--- src/rtl/fma_elastic_pipe.sv ---
// fma_elastic_pipe: DEPTH-stage valid/ready register chain with bubble collapsing, optional skid, flush and occupancy
module fma_elastic_pipe #(
  parameter int DATA_W = 69,
  parameter int DEPTH  = 1,
  parameter int SKID   = 1,
  parameter int OCC_W  = 4
) (
  input  logic              clk,
  input  logic              rst,
  input  logic              flush,
  input  logic              in_valid,
  output logic              in_ready,
  input  logic [DATA_W-1:0] in_data,
  output logic              out_valid,
  input  logic              out_ready,
  output logic [DATA_W-1:0] out_data,
  output logic [OCC_W-1:0]  occupancy
);
  logic [DEPTH-1:0]  v;
  logic [DEPTH-1:0]  pv;
  logic [DEPTH-1:0]  rdy;
  logic [DATA_W-1:0] d  [DEPTH];
  logic [DATA_W-1:0] pd [DEPTH];
  logic              skid_v;
  logic [DATA_W-1:0] skid_d;
  logic              in_xfer;
  logic              out_xfer;

  // A stage can load unless it and every stage after it are full while the output stalls.
  for (genvar k = 0; k < DEPTH; k++) begin : g_rdy
    assign rdy[k] = out_ready || !(&v[DEPTH-1:k]);
  end

  assign in_ready  = (SKID != 0) ? !skid_v : rdy[0];
  assign in_xfer   = in_valid && in_ready;
  assign out_valid = v[DEPTH-1];
  assign out_data  = d[DEPTH-1];
  assign out_xfer  = out_valid && out_ready;

  // Source of each stage: stage 0 prefers the skid entry, later stages take their predecessor.
  always_comb begin
    pv[0] = skid_v || in_valid;
    pd[0] = skid_v ? skid_d : in_data;
    for (int i = 1; i < DEPTH; i++) begin
      pv[i] = v[i-1];
      pd[i] = d[i-1];
    end
  end

  // Stage chain: shift where ready, data registers only load on a valid transfer.
  always_ff @(posedge clk or posedge rst) begin
    if (rst) begin
      v <= '0;
      for (int i = 0; i < DEPTH; i++) d[i] <= '0;
    end else if (flush) begin
      v <= '0;
    end else begin
      for (int i = 0; i < DEPTH; i++) begin
        if (rdy[i]) begin
          v[i] <= pv[i];
          if (pv[i]) d[i] <= pd[i];
        end
      end
    end
  end

  // Skid entry: captures an accepted input when stage 0 is blocked, drains once stage 0 frees up.
  always_ff @(posedge clk or posedge rst) begin
    if (rst) begin
      skid_v <= 1'b0;
      skid_d <= '0;
    end else if (flush) begin
      skid_v <= 1'b0;
    end else if (skid_v) begin
      skid_v <= !rdy[0];
    end else if (SKID != 0 && in_valid && !rdy[0]) begin
      skid_v <= 1'b1;
      skid_d <= in_data;
    end
  end

  // Occupancy tracks accepted minus delivered entries; flush empties it.
  always_ff @(posedge clk or posedge rst) begin
    if (rst) occupancy <= '0;
    else if (flush) occupancy <= '0;
    else occupancy <= occupancy + OCC_W'(in_xfer) - OCC_W'(out_xfer);
  end
endmodule

--- config.mk ---
export PLATFORM = sky130hd
export DESIGN_NAME = fma_elastic_pipe
export DESIGN_NICKNAME = d
export VERILOG_FILES = /design/src/rtl/fma_elastic_pipe.sv
export SDC_FILE = /design/constraint.sdc
export NUM_CORES = 1
export LEC_CHECK = 0
export BUFFER_PORTS_ARGS = -buffer_cell sky130_fd_sc_hd__buf_2
export CAP_MARGIN = 30
export CORE_UTILIZATION = 40
export CTS_CLUSTER_DIAMETER = 200
export CTS_CLUSTER_SIZE = 20
export DETAILED_ROUTE_END_ITERATION = 12
export GPL_ROUTABILITY_DRIVEN = 0
export SLEW_MARGIN = 40
export SYNTH_ARGS = -nofsm -noshare
export SYNTH_HDL_FRONTEND = slang
export SYNTH_SLANG_ARGS = --single-unit
--- constraint.sdc ---
create_clock -name clk -period 6.4 [get_ports clk]
set_input_delay 1.6 -clock clk [delete_from_list [all_inputs] [get_ports clk]]
set_output_delay 1.6 -clock clk [all_outputs]
set_load 0.1 [all_outputs]
==> results.md <==
* WL per Instance at 15.8 µm
* Worst r2r src: skid_v
* H-tree depth at 4
* Clk buf depth at 2
* Post-CTS sizing at 0
* Dpl hpwl at 8070 µm
* IO Pins at 149
* CP Max Fanout at 2
* PortBufs at 148
* Crit share post-route at 0.453
* FFs w/ async S/R, synth at 1.00
* Final clock skew at 0.00554 ns
* Leakage at 3.57 nW
* Bufs and invs on worst path at 2
* Final wirelength at 12300 µm
* Syn Std Cell Area at 0.00628 mm²
* GRT overflow at 0
* CP max stage cell: buf_2
* Max-cap violations at 0
* Total CTS buffers at 17
* R2r endpoint: occupancy[2]
* Slew @ Worst Pin at 0.712 ns
* RSZ-0062 raised after global routing: false
* Area grow syn2layout at 26.3%
* First-pass GRT wire length at 20100 µm
* Prevailing post-synth register cell: dfrtp_1
* Pwr dens at 439 mW/mm²
* Critical path, cell by cell: inv_1, buf_2
* Global Route Usage Sum at 0.164
* Largest net degree at the start of global routing at 101
* Setup TNS at 0 ns
* Delay of the slowest critical-path stage at 0.42 ns
* CTS tree: yes
* WHS Path Cells at 1
* Synthesized Nets at 483
* Vias at 3765
* Die width at 127 µm
* Post-route DRC at 0
* Post-synth EDFFs at 0
* Crit-path leading delay family: buffers and inverters
* Register clock-pin slew on the reported worst setup and hold paths at 0.06 ns
* Total core area at 0.0153 mm²
* Reg2reg path depth at 8
* N_diodes at 0
* Syn. warnings at 0
* Clock Latency Late Sink at 0.42 ns
* CP required at 4.80 ns
* CP endpoint kind: output pin
* Syn avg cell area at 15.5 µm²
* Placement Cell Area at 0.00723 mm²
* Pwr Total at 0.00348 W
* Top cells by count, synth: mux2_2 (187), dfrtp_1 (144), mux2_1 (20)
* Initial antenna violation count at 0
* Final Instance Area at 0.00793 mm²
* Vias in the first global route at 3960
* Count of final hold-check violations at 0
* Critical path launch point type: flop
* Flops & latches, synth at 144
* Slew headroom at 0.525
* Final setup vio count at 0
* Initial DRC Count at 95
* Final Max Slew Viols at 0
* Worst VDD drop at 0.259 mV
* Die Ht at 127 µm
* CTS Hold Bufs at 0
* Post-Synthesis Cells at 404
* Starting Density at 0.412
* Clock sink total at 144
* Root buffer cell: clkbuf_16
* Fin nets at 633
* Die Footprint at 0.0162 mm²
* Crit path DAT at 1.30 ns
* Post-synthesis sequential area ratio at 0.574
* Endpoint, Worst Hold: out_data[8]
* Final ANT Viol Nets at 0
* Post-CTS Setup Repair Bufs at 0
* Synth area leaders: dfrtp_1 (57%), mux2_2 (34%), mux2_1 (3.6%)
* Outcome: finished, final reports clean
* Hold Startpoint: out_data[8]
* Flop2flop setup slack at 4.04 ns
* Via density at 4.84
* DRT Pass-1 Iters at 4
* Synth top area share at 0.574
* Fraction of layout cells with a size suffix above 1 at 0.668
* Maximum clock frequency at 0.345 GHz
* Min Tclk post-route at 2.90 ns
* Crit path kind: reg -> out
* Post-synth cell types at 22
* Rows at 45
* Top-count cell post-synth: mux2_2
* Area leader, netlist: dfrtp_1
* Hold WC Path Type: reg -> reg
==> per-stage QoR <==
step	hold WS [ns]	utilization	cells	worst slack (ns)
2_1_floorplan	0.452	-	404	0.934
3_3_place_gp	0.461	0.474	746	3.27
3_5_place_dp	0.473	0.474	746	3.23
4_1_cts	0.487	0.520	778	3.46
5_1_grt	0.497	0.520	778	3.46
6_report	0.479	0.520	778	3.50
==> state kept, by name (all words and copies together), names as in the netlist <==
| name | flops |
|---|---|
| out_data | 69 |
| out_valid | 1 |
| skid_v | 1 |
| skid_d | 69 |
| occupancy | 4 |
==> final cells by class <==
class                           instances  area, µm²
Fill cell                            1318       7330
Sequential cell                       144       3600
Multi-Input combinational cell        231       2540
Timing Repair Buffer                  154        790
Clock buffer                           18        439
Tap cell                              211        264
Clock inverter                         14        262
Inverter                                6       30.0
==> layout by cell type (no fill, tap or decap), drive strengths merged, types with 3 or more instances in the layout <==
cell and instances:
mux2 207, buf 154, dfrtp 144, clkbuf 18, bufinv 7, inv 6
clkinvlp 5, ha 4, nor2b 3, a21oi 3, nor3 3
==> kinds of logic after synthesis <==
group,after synthesis,share of synthesized area
compound gates,4,0.00359
xor+xnor,2,0.00279
fa+ha+maj,5,0.0112
buf+inv,29,0.0221
flops,144,0.574
mux,207,0.371
simple gates,13,0.0153
==> worst max-delay path by stage <==
stage,startpoint,to,depth (start not counted),slack (ns)
2_1_floorplan,rst,occupancy[0],1,0.93
3_3_place_gp,out_ready,skid_d[15],5,3.27
3_5_place_dp,out_ready,skid_d[9],5,3.23
4_1_cts,skid_v,in_ready,2,3.46
5_1_grt,skid_v,in_ready,2,3.46
6_report,skid_v,in_ready,2,3.50
==> power breakdown <==
part	internal (W)	switching [W]	leakage, nW
clock network	0.000780	0.000381	0.324
logic	0.000266	0.000845	1.51
registers	0.00111	0.0000957	1.73
total	0.00216	0.00132	3.57
==> per-layer routing <==
metal | global-route usage | up-vias | share of wire
met5 | 0 | - | 0
met4 | 0.0651 | 0 | 0.015
met3 | 0.0653 | 16 | 0.072
met2 | 0.252 | 105 | 0.47
met1 | 0.206 | 1895 | 0.44
li1 | - | 1749 | -
No activity file was read; power rests on OpenSTA's default activity.
